[src/rtl/fp_addsub_arbiter.sv]
// rtl/fp_addsub_arbiter.sv - two-port round-robin front end for a shared pipelined FP add/sub unit
// Credits per port bound in-flight plus buffered results so the response FIFOs can never overflow.
module fp_addsub_arbiter #(
  parameter int WIDTH      = 32,
  parameter int LATENCY    = 3,
  parameter int FIFO_DEPTH = 4
) (
  input  logic             clk,
  input  logic             rst_n,
  input  logic             req0_valid,
  output logic             req0_ready,
  input  logic [WIDTH-1:0] req0_a,
  input  logic [WIDTH-1:0] req0_b,
  input  logic             req0_op,
  input  logic             req1_valid,
  output logic             req1_ready,
  input  logic [WIDTH-1:0] req1_a,
  input  logic [WIDTH-1:0] req1_b,
  input  logic             req1_op,
  output logic             rsp0_valid,
  input  logic             rsp0_ready,
  output logic [WIDTH-1:0] rsp0_result,
  output logic             rsp1_valid,
  input  logic             rsp1_ready,
  output logic [WIDTH-1:0] rsp1_result,
  output logic             unit_valid,
  output logic [WIDTH-1:0] unit_a,
  output logic [WIDTH-1:0] unit_b,
  output logic             unit_op,
  input  logic [WIDTH-1:0] unit_result
);

  localparam int PW = (FIFO_DEPTH > 1) ? $clog2(FIFO_DEPTH) : 1;
  localparam int CW = $clog2(FIFO_DEPTH + 1);
  localparam logic [CW-1:0] FULL_CREDIT = CW'(FIFO_DEPTH);
  localparam logic [PW-1:0] LAST_SLOT   = PW'(FIFO_DEPTH - 1);

  logic [1:0]         req_valid;
  logic [1:0]         req_ready;
  logic [1:0]         rsp_valid;
  logic [1:0]         rsp_ready;
  logic [1:0]         eligible;
  logic [1:0]         hs;
  logic [1:0]         push;
  logic [1:0]         pop;
  logic               grant_any;
  logic               grant_port;
  logic               rr_last;
  logic               unit_port;
  logic [LATENCY-1:0] tag_valid;
  logic [LATENCY-1:0] tag_port;
  logic [CW-1:0]      credit [2];
  logic [CW-1:0]      count  [2];
  logic [PW-1:0]      wr_ptr [2];
  logic [PW-1:0]      rd_ptr [2];
  logic [WIDTH-1:0]   mem    [2][FIFO_DEPTH];

  function automatic logic [PW-1:0] next_ptr(input logic [PW-1:0] p);
    return (p == LAST_SLOT) ? '0 : p + PW'(1);
  endfunction

  assign req_valid  = {req1_valid, req0_valid};
  assign rsp_ready  = {rsp1_ready, rsp0_ready};
  assign req0_ready = req_ready[0];
  assign req1_ready = req_ready[1];
  assign rsp0_valid = rsp_valid[0];
  assign rsp1_valid = rsp_valid[1];
  assign rsp0_result = mem[0][rd_ptr[0]];
  assign rsp1_result = mem[1][rd_ptr[1]];

  // Grant goes to the port that did not win last time when both are eligible.
  always_comb begin
    eligible   = 2'b00;
    req_ready  = 2'b00;
    eligible[0] = req_valid[0] && (credit[0] != '0);
    eligible[1] = req_valid[1] && (credit[1] != '0);
    grant_any  = rst_n && (eligible != 2'b00);
    grant_port = (eligible == 2'b11) ? ~rr_last : eligible[1];
    if (grant_any) begin
      req_ready[grant_port] = 1'b1;
    end
  end

  always_comb begin
    hs   = req_valid & req_ready;
    push = 2'b00;
    pop  = 2'b00;
    for (int n = 0; n < 2; n++) begin
      rsp_valid[n] = rst_n && (count[n] != '0);
      push[n]      = tag_valid[LATENCY-1] && (tag_port[LATENCY-1] == n[0]);
      pop[n]       = rsp_valid[n] && rsp_ready[n];
    end
  end

  always_ff @(posedge clk) begin
    if (!rst_n) begin
      unit_valid <= 1'b0;
      unit_a     <= '0;
      unit_b     <= '0;
      unit_op    <= 1'b0;
      unit_port  <= 1'b0;
      rr_last    <= 1'b1;
    end else begin
      unit_valid <= grant_any;
      if (grant_any) begin
        unit_a    <= grant_port ? req1_a  : req0_a;
        unit_b    <= grant_port ? req1_b  : req0_b;
        unit_op   <= grant_port ? req1_op : req0_op;
        unit_port <= grant_port;
        rr_last   <= grant_port;
      end
    end
  end

  // Tag stage LATENCY-1 lines up with the cycle in which unit_result is valid.
  always_ff @(posedge clk) begin
    if (!rst_n) begin
      tag_valid <= '0;
      tag_port  <= '0;
    end else begin
      tag_valid[0] <= unit_valid;
      tag_port[0]  <= unit_port;
      for (int i = 1; i < LATENCY; i++) begin
        tag_valid[i] <= tag_valid[i-1];
        tag_port[i]  <= tag_port[i-1];
      end
    end
  end

  always_ff @(posedge clk) begin
    for (int n = 0; n < 2; n++) begin
      if (!rst_n) begin
        credit[n] <= FULL_CREDIT;
        count[n]  <= '0;
        wr_ptr[n] <= '0;
        rd_ptr[n] <= '0;
      end else begin
        case ({hs[n], pop[n]})
          2'b10:   credit[n] <= credit[n] - CW'(1);
          2'b01:   credit[n] <= credit[n] + CW'(1);
          default: credit[n] <= credit[n];
        endcase
        case ({push[n], pop[n]})
          2'b10:   count[n] <= count[n] + CW'(1);
          2'b01:   count[n] <= count[n] - CW'(1);
          default: count[n] <= count[n];
        endcase
        if (push[n]) begin
          wr_ptr[n] <= next_ptr(wr_ptr[n]);
        end
        if (pop[n]) begin
          rd_ptr[n] <= next_ptr(rd_ptr[n]);
        end
      end
    end
  end

  always_ff @(posedge clk) begin
    for (int n = 0; n < 2; n++) begin
      if (push[n]) begin
        mem[n][wr_ptr[n]] <= unit_result;
      end
    end
  end

endmodule

[config.mk]
export PLATFORM = sky130hd
export DESIGN_NAME = fp_addsub_arbiter
export DESIGN_NICKNAME = d
export VERILOG_FILES = /design/src/rtl/fp_addsub_arbiter.sv
export SDC_FILE = /design/constraint.sdc
export NUM_CORES = 1
export LEC_CHECK = 0
export CORE_UTILIZATION = 55
export CTS_CLUSTER_SIZE = 40
export DETAILED_ROUTE_END_ITERATION = 8
export HOLD_SLACK_MARGIN = 0.05
export PLACE_DENSITY = 0.95
export SETUP_SLACK_MARGIN = 0.4
export SYNTH_ARGS = -nofsm -noshare
export SYNTH_HDL_FRONTEND = slang
export SYNTH_SLANG_ARGS = --single-unit
[constraint.sdc]
create_clock -name clk -period 7.1 [get_ports clk]
set_input_delay 1.42 -clock clk [delete_from_list [all_inputs] [get_ports clk]]
set_output_delay 1.42 -clock clk [all_outputs]
set_load 0.005 [all_outputs]
==> flow_summary.ini, run 1 <==
[outcome]
outcome = finished, final reports clean

[synthesis]
yosysTopAreaCell = edfxtp_1
synth_area_per_cell_sq_um = 15.84
syn_inst = 887
synth_fp_nets = 1081
ys.flop_type = edfxtp_1
synth_edf_count = 276
synthArstFlopShare_pct = 0
synth_area_leaders = edfxtp_1 59%, dfxtp_1 11%, mux4_2 10%
synth_top_area_share_pct = 59.00
ys_warn_count = 0
yosysUniqueCellTypes = 38
synth_area_sq_mm = 0.01405
synth-seq-cells = 350
yosysSeqAreaShare_pct = 69.54

[global_route]
grt_usage_pct = 29.45
grt_pass1_wl_mm = 57.15
grt-ovfl-total = 0
antenna_found_initial = 2
grt_max_degree = 111
grt_pass1_vias = 9546

[detailed_routing]
drc = 0
wirelength_mm = 38.28
vias = 9504
via_per_inst = 6.253
drt_iter0_markers = 994
detail-route-antenna-nets = 0
firstDrtPassIters = 5
wl_per_cell_microns = 25.18

[floorplanning]
die_x_microns = 161.8
die_area_sq_mm = 0.02619
fp.dieH_microns = 161.8
io_pins = 302
core_area_sq_mm = 0.02511
initial_core_util_pct = 55.95
rows = 58

[cts]
cts_inserted_buffers = 36
insertion_delay_ns = 0.53
post_cts_buffers = 0
clockRootBuffer = clkbuf_16
clock_sinks = 350
htreeDepth = 2
clkTransAtPathRegs_ns = 0.06
cts_resized = 0
ctsHoldBuffers = 0
clk_path_buf_depth = 3
tritoncts = built

[timing]
clock_skew_ns = 0.02401
max_slew_margin_pct = 27.72
layout_setup_ws_ns = 2.141
max_clock_freq_mhz = 201.7
period_share_pct = 69.85
max_slew.worst_pin.slew_ns = 1.084
hold_viol = 0
tns_ns = 0
slew_violations = 0
min_period_ns = 4.959
hold_ws_ns = 0.4379
setup_viol = 0
rsz0062_at_grt = no

[power_and_ir_drop]
switching_share_pct = 21.96
pwr-share-comb_pct = 11.0
p_leak_nw = 6.065
p_int_w = 0.003757
power_density_mw_per_mm2 = 260.5
p_sw_w = 0.001057
peakVddDrop_uv = 201.1
pwr-share-clk_pct = 41.6
power_frac_seq_pct = 47.4

[finish]
most-common-layout-cells = 301 x clkdlybuf4s50_1, 276 x edfxtp_1, 132 x nand3_1
fin_nets = 1357
fin_util_pct = 73.61
area_delta_synth_final_pct = 31.56
final_common_cell = clkdlybuf4s50_1
layout-drive-gt1-share_pct = 12.12
fin_cells = 1520

[placed_design]
place.port_buffers = 301
dpl.hpwl_mm = 23.14
gp_congestion = 0.8985
place_ws_ns = 2.132
dp.cells = 1455

[worst_setup_path]
crit_fanout = 67
path_class = in2out
end_kind = primary output
rrSetupSlack_ns = 4.16
worstPathRequired_ns = 5.68
crit_path_start_kind = primary input
worst_ep_arrival_time_ns = 3.54

[flow_run]
maxCapViolCount = 0

[min_path]
hold_path_class = reg2reg
-- layer usage --
layer / vias to the layer above / global-route usage [%] / wire, microns
met3: 101 / 6.333 / 3519
met1: 4715 / 35.83 / 13550
met2: 582 / 50.86 / 19630
li1: 4106 / - / -
met5: - / 0 / 0
met4: 0 / 12.56 / 1569
-- synthesized netlist by cell type, types with 4 or more instances --
cell type	count
and2_1	11
o211ai_1	66
and3_1	5
nand3_1	132
nand2_1	17
o21ai_0	6
dfxtp_1	74
clkbuf_1	32
mux4_2	64
nor3_1	6
nor2_1	11
edfxtp_1	276
buf_4	9
a31oi_1	65
buf_1	6
ha_1	24
buf_2	28
inv_1	23
a21oi_1	4
-- critical path, cell delays in order --
cell	delay, ns
clkdlybuf4s50_1	0.52
o31a_2	0.16
buf_4	0.55
nand3_1	0.26
inv_1	0.12
clkdlybuf4s50_1	0.50
-- flip-flops by register name, indices dropped and copies added, names as in the netlist --
signal	cells
unit_valid	1
count	6
unit_a	32
unit_b	32
tag_port	3
rd_ptr	4
tag_valid	3
credit	6
rr_last	1
wr_ptr	4
unit_port	1
unit_op	1
mem	256
-- final cells by class --
type                            instances  area (sq um)
Clock buffer                           43         958.4
Sequential cell                       350          9771
Tap cell                              330         412.9
Multi-Input combinational cell        438          3854
Inverter                               24         90.09
Antenna cell                            2         5.005
Timing Repair Buffer                  313          3103
Fill cell                            1477          6626
Clock inverter                         20         289.0
-- metrics by stage --
stage                     area [sq um]  total power [W]
after floorplan                  14050         0.002554
after global placement           17230         0.002827
after detailed placement         17230         0.002847
after CTS                        18480         0.004822
after global routing             18480         0.004943
final                            18480         0.004815
-- power groups by stage --
stage	Sequential [W]	Combinational, W	Clock, W
2_1_floorplan	0.00232	0.000232	0
3_3_place_gp	0.00232	0.000502	0
3_5_place_dp	0.00233	0.000520	0
4_1_cts	0.00228	0.000528	0.00201
5_1_grt	0.00229	0.000562	0.00209
6_report	0.00228	0.000529	0.00200
-- worst paths after layout --
kind,from,end,cells past startpoint
worst max-delay path,req1_valid,req1_ready,6
worst min-delay path,tag_port[0],tag_port[1],1
worst max register to register,credit[1][0],unit_a[5],4
worst min register to register,tag_port[0],tag_port[1],1
-- logic make-up after synthesis --
group | count (synthesis) | synth area share, %
buf+inv | 99 | 3.135
simple gates | 195 | 7.036
xor+xnor | 3 | 0.1871
fa+ha+maj | 26 | 2.423
compound gates | 148 | 7.268
mux | 66 | 10.41
flops | 350 | 69.54
(Power assumes the default switching activity.)
==> inputs of run 2 (changes only) <==
--- a/config.mk
+++ b/config.mk
@@ -5,11 +5,11 @@
 export SDC_FILE = /design/constraint.sdc
 export NUM_CORES = 1
 export LEC_CHECK = 0
-export CORE_UTILIZATION = 55
+export CORE_UTILIZATION = 46
 export CTS_CLUSTER_SIZE = 40
 export DETAILED_ROUTE_END_ITERATION = 8
 export HOLD_SLACK_MARGIN = 0.05
-export PLACE_DENSITY = 0.95
+export PLACE_DENSITY = 0.85
 export SETUP_SLACK_MARGIN = 0.4
 export SYNTH_ARGS = -nofsm -noshare
 export SYNTH_HDL_FRONTEND = slang
==> constraint.sdc (replaced) <==
create_clock -name clk -period 4.4 [get_ports clk]
set_input_delay 0.88 -clock clk [delete_from_list [all_inputs] [get_ports clk]]
set_output_delay 0.88 -clock clk [all_outputs]
set_load 0.005 [all_outputs]
==> run 2 against run 1 <==
Count of clock-buffer cells in the layout unchanged. Combinational power up 58%. Clock skew down 0.011 ns. Critical endpoint is now rsp0_result[29].
==> flow_summary.ini, run 2 (synthesis gave the netlist of run 1 again) <==
[outcome]
outcome = finished, final reports clean

[detailed_routing]
drt_iter0_markers = 552
drc = 0
detail-route-antenna-nets = 0
vias = 9068
via_per_inst = 5.707
wirelength_mm = 34.54
firstDrtPassIters = 5
wl_per_cell_microns = 21.74

[placed_design]
dpl.hpwl_mm = 21.75
gp_congestion = 0.8399
place.port_buffers = 301

[finish]
area_delta_synth_final_pct = 31.81
regArea_sq_mm = 0.009771
most-common-layout-cells = 301 x clkdlybuf4s50_1, 276 x edfxtp_1, 132 x nand3_1
multi_input_area_sq_mm = 0.003854
fin_nets = 1361
nFillCells = 2135
layout-drive-gt1-share_pct = 12.21
final_common_cell = clkdlybuf4s50_1
largest_register_ffs = 256
fin_util_pct = 61.98

[timing]
clock_skew_ns = 0.01321
slew_violations = 0
max_slew.worst_pin.slew_ns = 0.9946
setup_viol = 0
tns_ns = 0
period_share_pct = 81.78
rsz0062_at_grt = no
hold_ws_ns = 0.4296
max_slew_margin_pct = 33.69
hold_viol = 0
max_clock_freq_mhz = 277.9
min_period_ns = 3.598

[worst_setup_path]
worstPathRequired_ns = 3.52
rrSetupSlack_ns = 1.72
path_class = reg2out
crit_path_start_kind = flop
crit_fanout = 24
end_kind = primary output
worst_ep_arrival_time_ns = 2.72

[floorplanning]
fp.dieH_microns = 176.8
die_area_sq_mm = 0.03124
io_pins = 302
core_area_sq_mm = 0.02987
rows = 63
initial_core_util_pct = 47.02
die_x_microns = 176.8

[cts]
cts_inserted_buffers = 37
clockRootBuffer = clkbuf_16
clk_path_buf_depth = 3
htreeDepth = 2
ctsHoldBuffers = 0
insertion_delay_ns = 0.52
clock_sinks = 350
post_cts_buffers = 0
tritoncts = built
cts_resized = 0
clkTransAtPathRegs_ns = 0.06

[power_and_ir_drop]
switching_share_pct = 22.75
pwr-share-clk_pct = 39.6
power_frac_seq_pct = 49.3
power_density_mw_per_mm2 = 404.4
p_leak_nw = 6.055
total_power_w = 0.007488
pwr-share-comb_pct = 11.1
peakVddDrop_uv = 313.3
p_int_w = 0.005785
p_sw_w = 0.001703

[min_path]
hold_path_class = reg2reg

[global_route]
grt-ovfl-total = 0
antenna_found_initial = 3
grt_pass1_vias = 9316
grt_usage_pct = 22.14
grt_max_degree = 94
grt_pass1_wl_mm = 52.36

[flow_run]
maxCapViolCount = 0
## run 2: cell count changes in the layout (fill, tap and decap cells not counted), moves of 2 or more
cell        before  now
buf_4           12   14
bufinv_16        7    2
clkinv_1         5   10
clkinv_2         4    8
clkinvlp_4       2    0
## run 2: stage by stage
stage / setup WS [ns] / cell area, sq um / instances
after floorplan: 1.589 / 14050 / 887
after global placement: 0.9245 / 17340 / 1518
after detailed placement: 0.8504 / 17340 / 1518
after CTS: 0.7355 / 18510 / 1586
after global routing: 0.6511 / 18520 / 1589
final: 0.8018 / 18520 / 1589
## run 2: final timing paths
path                                    from         endpoint  cells past startpoint
worst max-delay path            rd_ptr[0][0]  rsp0_result[29]                      3
worst min-delay path            tag_valid[1]     tag_valid[2]                      1
worst max register to register  credit[0][0]     credit[1][2]                     11
worst min register to register  tag_valid[1]     tag_valid[2]                      1
## run 2: area by class of cell
type / count / area share, %
clock buffer: 43 / 5.122
multi-input combinational: 438 / 20.81
timing repair buffer: 316 / 16.95
clock inverter: 25 / 1.196
inverter: 24 / 0.4865
antenna: 3 / 0.04054
sequential: 350 / 52.76
tap: 390 / 2.635
## run 2: power groups by stage
| stage | sequential (W) | clock (W) | combinational [W] |
|---|---|---|---|
| 6_report | 0.00369 | 0.00297 | 0.000834 |
| 4_1_cts | 0.00369 | 0.00303 | 0.000840 |
| 2_1_floorplan | 0.00375 | 0 | 0.000375 |
| 3_5_place_dp | 0.00376 | 0 | 0.000836 |
| 3_3_place_gp | 0.00376 | 0 | 0.000819 |
| 5_1_grt | 0.00370 | 0.00316 | 0.000898 |
## run 2: per-layer routing
layer  vias to the layer above  GRT usage [%]  share of wire, %
met5                         -              0                 0
met4                         0          10.96               5.0
met3                        73          5.284               7.9
met2                       426          37.73                50
met1                      4461          26.23                37
li1                       4108              -                 -
## run 2: critical path, stage by stage, from the launching register on
cell	delay (ns)
edfxtp_1	0.79
buf_12	0.33
mux4_2	0.54
clkdlybuf4s50_1	0.52
==> inputs of run 3 (changes only) <==
--- a/config.mk
+++ b/config.mk
@@ -5,11 +5,11 @@
 export SDC_FILE = /design/constraint.sdc
 export NUM_CORES = 1
 export LEC_CHECK = 0
-export CORE_UTILIZATION = 46
+export CORE_UTILIZATION = 51
 export CTS_CLUSTER_SIZE = 40
 export DETAILED_ROUTE_END_ITERATION = 8
 export HOLD_SLACK_MARGIN = 0.05
-export PLACE_DENSITY = 0.85
+export PLACE_DENSITY = 0.89
 export SETUP_SLACK_MARGIN = 0.4
 export SYNTH_ARGS = -nofsm -noshare
 export SYNTH_HDL_FRONTEND = slang
==> constraint.sdc (replaced) <==
create_clock -name clk -period 3.5 [get_ports clk]
set_input_delay 0.7 -clock clk [delete_from_list [all_inputs] [get_ports clk]]
set_output_delay 0.7 -clock clk [all_outputs]
set_load 0.005 [all_outputs]
==> run 3 against run 2 <==
Highest routed layer unchanged. Combinational power up 28%. Count of clock-buffer cells in the layout up 5. Critical path depth unchanged. Largest cell class unchanged.
==> flow_summary.ini, run 3 (synthesis gave the netlist of run 1 again) <==
[cts]
cts_inserted_buffers = 37
ctsHoldBuffers = 0
tritoncts = built
clock_sinks = 350
clk_path_buf_depth = 3
htreeDepth = 2
clockRootBuffer = clkbuf_16
clkTransAtPathRegs_ns = 0.06
insertion_delay_ns = 0.52

[worst_setup_path]
cpPeakStageDelay_ns = 0.57
crit_fanout = 32
r2r_start = credit[0][0]
end_kind = primary output
reg2reg_depth = 11
path_class = reg2out
path_cells = clkbuf_16 > mux4_2 > clkdlybuf4s50_1
worst_ep_arrival_time_ns = 2.34
crit_slowest_cell = mux4_2
worstPathRequired_ns = 2.80
timing.critical_path.buf_inv = 2
rrSetupSlack_ns = 0.92
crit_path_start_kind = flop
cp_top_family = buffers and inverters
worstReg2RegEnd = credit[1][2]

[outcome]
outcome = finished, final reports clean

[floorplanning]
initial_core_util_pct = 52.13
core_area_sq_mm = 0.02695
die_area_sq_mm = 0.02821
rows = 60
io_pins = 302
die_x_microns = 168.0
fp.dieH_microns = 168.0

[power_and_ir_drop]
total_power_w = 0.009412
p_leak_nw = 6.057
p_sw_w = 0.002119
peakVddDrop_uv = 283.5
power_density_mw_per_mm2 = 509.9
p_int_w = 0.007293
power_frac_seq_pct = 49.2
pwr-share-comb_pct = 11.4
pwr-share-clk_pct = 39.4
switching_share_pct = 22.51

[min_path]
hp-start = tag_valid[1]
hold_path_end = tag_valid[2]
hold_path_class = reg2reg
hold_depth = 1

[detailed_routing]
via_per_inst = 5.961
wl_per_cell_microns = 22.70
firstDrtPassIters = 5
wirelength_mm = 34.91
detail-route-antenna-nets = 0
drt_iter0_markers = 816
vias = 9168
drc = 0

[finish]
nFillCells = 1718
area_delta_synth_final_pct = 31.40
antenna_cells = 0
final_common_cell = clkdlybuf4s50_1
layout-drive-gt1-share_pct = 12.45
fin_nets = 1364
most-common-layout-cells = 301 x clkdlybuf4s50_1, 276 x edfxtp_1, 132 x nand3_1
largest_register_ffs = 256

[placed_design]
gp_congestion = 0.8131
dpl.hpwl_mm = 22.43
place.port_buffers = 301

[timing]
setup_viol = 0
tns_ns = 0
period_share_pct = 86.72
max_slew_margin_pct = 35.64
slew_violations = 0
clock_skew_ns = 0.01067
hold_viol = 0
max_slew.worst_pin.slew_ns = 0.9653
rsz0062_at_grt = yes
max_clock_freq_mhz = 329.5
min_period_ns = 3.035

[flow_run]
maxCapViolCount = 0

[global_route]
antenna_found_initial = 0
grt-ovfl-total = 0
grt_pass1_wl_mm = 52.55
grt_max_degree = 91
grt_usage_pct = 24.78
grt_pass1_vias = 9071
[run 3: worst max path at each step]
stage | cells past startpoint | startpoint | endpoint | slack [ns]
2_1_floorplan | 10 | rst_n | count[1][2] | 0.87
4_1_cts | 7 | credit[0][0] | req0_ready | 0.40
3_3_place_gp | 10 | rst_n | count[1][2] | 0.44
5_1_grt | 3 | rd_ptr[0][0] | rsp0_result[29] | 0.37
6_report | 3 | rd_ptr[0][0] | rsp0_result[29] | 0.46
3_5_place_dp | 8 | rst_n | count[0][1] | 0.39
[run 3: through the flow]
stage          cell area, sq um  util [%]  hold WS [ns]  std cells  setup slack [ns]
6_report                  18460     68.49        0.4362       1538            0.4650
5_1_grt                   18460     68.49        0.4497       1538            0.3724
4_1_cts                   18440     68.42        0.4357       1537            0.4034
3_5_place_dp              17290     64.17        0.4209       1471            0.3873
3_3_place_gp              17290     64.17        0.4132       1471            0.4440
2_1_floorplan             14050         -        0.4119        887            0.8695
[run 3: area by class of cell]
cell class / count / area (sq um) / area share [%]
multi-input combinational: 438 / 3854 / 20.88
tap: 341 / 426.7 / 2.311
clock inverter: 18 / 163.9 / 0.8880
timing repair buffer: 319 / 3177 / 17.21
sequential: 350 / 9771 / 52.93
clock buffer: 48 / 977.2 / 5.294
inverter: 24 / 90.09 / 0.4880
[run 3: layer usage]
layer  part of all wire [%]  vias to the layer above  global-route usage (%)  wire length (microns)
li1                       -                     4114                       -                      -
met1                     36                     4536                   28.94                  12590
met2                     51                      435                   42.64                  17710
met3                    8.3                       83                   6.488                   2906
met4                    4.9                        0                   12.05                   1715
met5                      0                        -                       0                      0
[run 3: worst register-to-register path: cells and delay by family (launching register included)]
kind                       cells  cell delay [ns]
AOI/OAI and AO/OA              1             0.06
xor gates and xnor gates       1             0.19
adders and majority gates      4             1.02
buffers and inverters          1             0.06
DFF                            1             0.38
and+or+nand+nor                4             0.62
[run 3: power by group through the flow]
stage | Combinational (W) | Sequential [W] | Clock (W)
6_report | 0.00107 | 0.00463 | 0.00371
3_5_place_dp | 0.00107 | 0.00471 | 0
3_3_place_gp | 0.00104 | 0.00471 | 0
4_1_cts | 0.00108 | 0.00463 | 0.00376
2_1_floorplan | 0.000472 | 0.00471 | 0
5_1_grt | 0.00115 | 0.00464 | 0.00392
[run 3: timing repair]
item                       in CTS  in global routing
setup endpoints to repair       1                 12
setup buffers                   0                  1
resized for setup               1                  4
==> variant (settings of run 1) <==
Reset style: asynchronous (`rst_n`), changed in 2 clocked blocks.
--- a/src/rtl/fp_addsub_arbiter.sv
+++ b/src/rtl/fp_addsub_arbiter.sv
@@ -94,3 +94,3 @@
 
-  always_ff @(posedge clk) begin
+  always_ff @(posedge clk or negedge rst_n) begin
     if (!rst_n) begin
@@ -115,3 +115,3 @@
   // Tag stage LATENCY-1 lines up with the cycle in which unit_result is valid.
-  always_ff @(posedge clk) begin
+  always_ff @(posedge clk or negedge rst_n) begin
     if (!rst_n) begin
Function: differs if rst_n is asserted again (counterexample within 4 cycles, from zero or initial values and one cycle with rst_n low); with rst_n held inactive, the same outputs for 4 cycles.
==> variant against run 1 <==
- first-iteration DRC count is 19% lower
- sequential cell count stayed put
- routed wire length is 5.7% lower
- power is 4.2% higher
- non-clock buffer count is 2 lower
- hold slack worse by 0.080 ns
- worst setup slack better by 0.16 ns
- final area is 0.51% lower
- synthesized area hardly changed
- critical path type unchanged
==> variant: results (changes against run 1) <==
global_route:
  antenna_found_initial: 1  # -1
  grt_usage: 0.280  # -0.0143
  grt_max_degree: 69  # -38%
  gr-usage-met1: 0.334  # -0.0244
  grt_use_met2: 0.493  # -0.0158
  grtUsageMet3: 0.0577  # -0.00562
cells_and_area:
  sh_seq_area: 0.551  # +0.0228
  clk_share: 0.0612  # -0.00626
  final_nets: 1280  # -5.7%
  layout.nonclk_buf_frac: 0.168  # about the same
  buffers: 311  # -0.64%
  multi_input_cells: 367  # -16%
  inv_count: 21  # -13%
  antennaDiodeCount: 1  # -1
synthesis:
  yosys-top-cells-area: "edfxtp_1 59%, dfrtp_1 13%, mux4_2 10%"
  synth-compound-area-share: 0.0574  # -0.0153
  synth_cell_types: 41  # +7.9%
power:
  peakVddDrop_v: 0.000238  # +18%
route:
  wl_met1_um: 12900  # -5.2%
  drtIter0Drc: 801  # -19%
setup_path:
  crit_start: "req0_valid"
  r2r-end: "credit[1][2]$_SDFFCE_PN1P_"
  worstRegToRegCells: 12  # +8
place:
  hpwl_um: 22700  # -2.0%
  dpl_cell_area_mm2: 0.0173  # +0.17%
status:
  status: "complete, no violations"
sta:
  worstMarginPinSlew_ns: 0.977  # -0.107 ns
==> variant: power by group through the flow <==
stage	Sequential [W]	Clock, W	Combinational, W
final	0.00244	0.00182	0.000760
after global routing	0.00245	0.00192	0.000806
after CTS	0.00244	0.00184	0.000764
after detailed placement	0.00248	0	0.000758
after global placement	0.00247	0	0.000731
after floorplan	0.00245	0	0.000313
==> variant: worst min-delay path by stage <==
stage,start,endpoint,slack [ns],cells after the start
3_5_place_dp,tag_valid[1]$_DFF_PN0_,tag_valid[2]$_DFF_PN0_,0.34,0
2_1_floorplan,tag_port[0]$_DFF_PN0_,tag_port[1]$_DFF_PN0_,0.33,0
5_1_grt,tag_valid[1]$_DFF_PN0_,tag_valid[2]$_DFF_PN0_,0.38,0
3_3_place_gp,tag_port[1]$_DFF_PN0_,tag_port[2]$_DFF_PN0_,0.33,0
6_report,tag_valid[1]$_DFF_PN0_,tag_valid[2]$_DFF_PN0_,0.36,0
4_1_cts,tag_valid[1]$_DFF_PN0_,tag_valid[2]$_DFF_PN0_,0.36,0
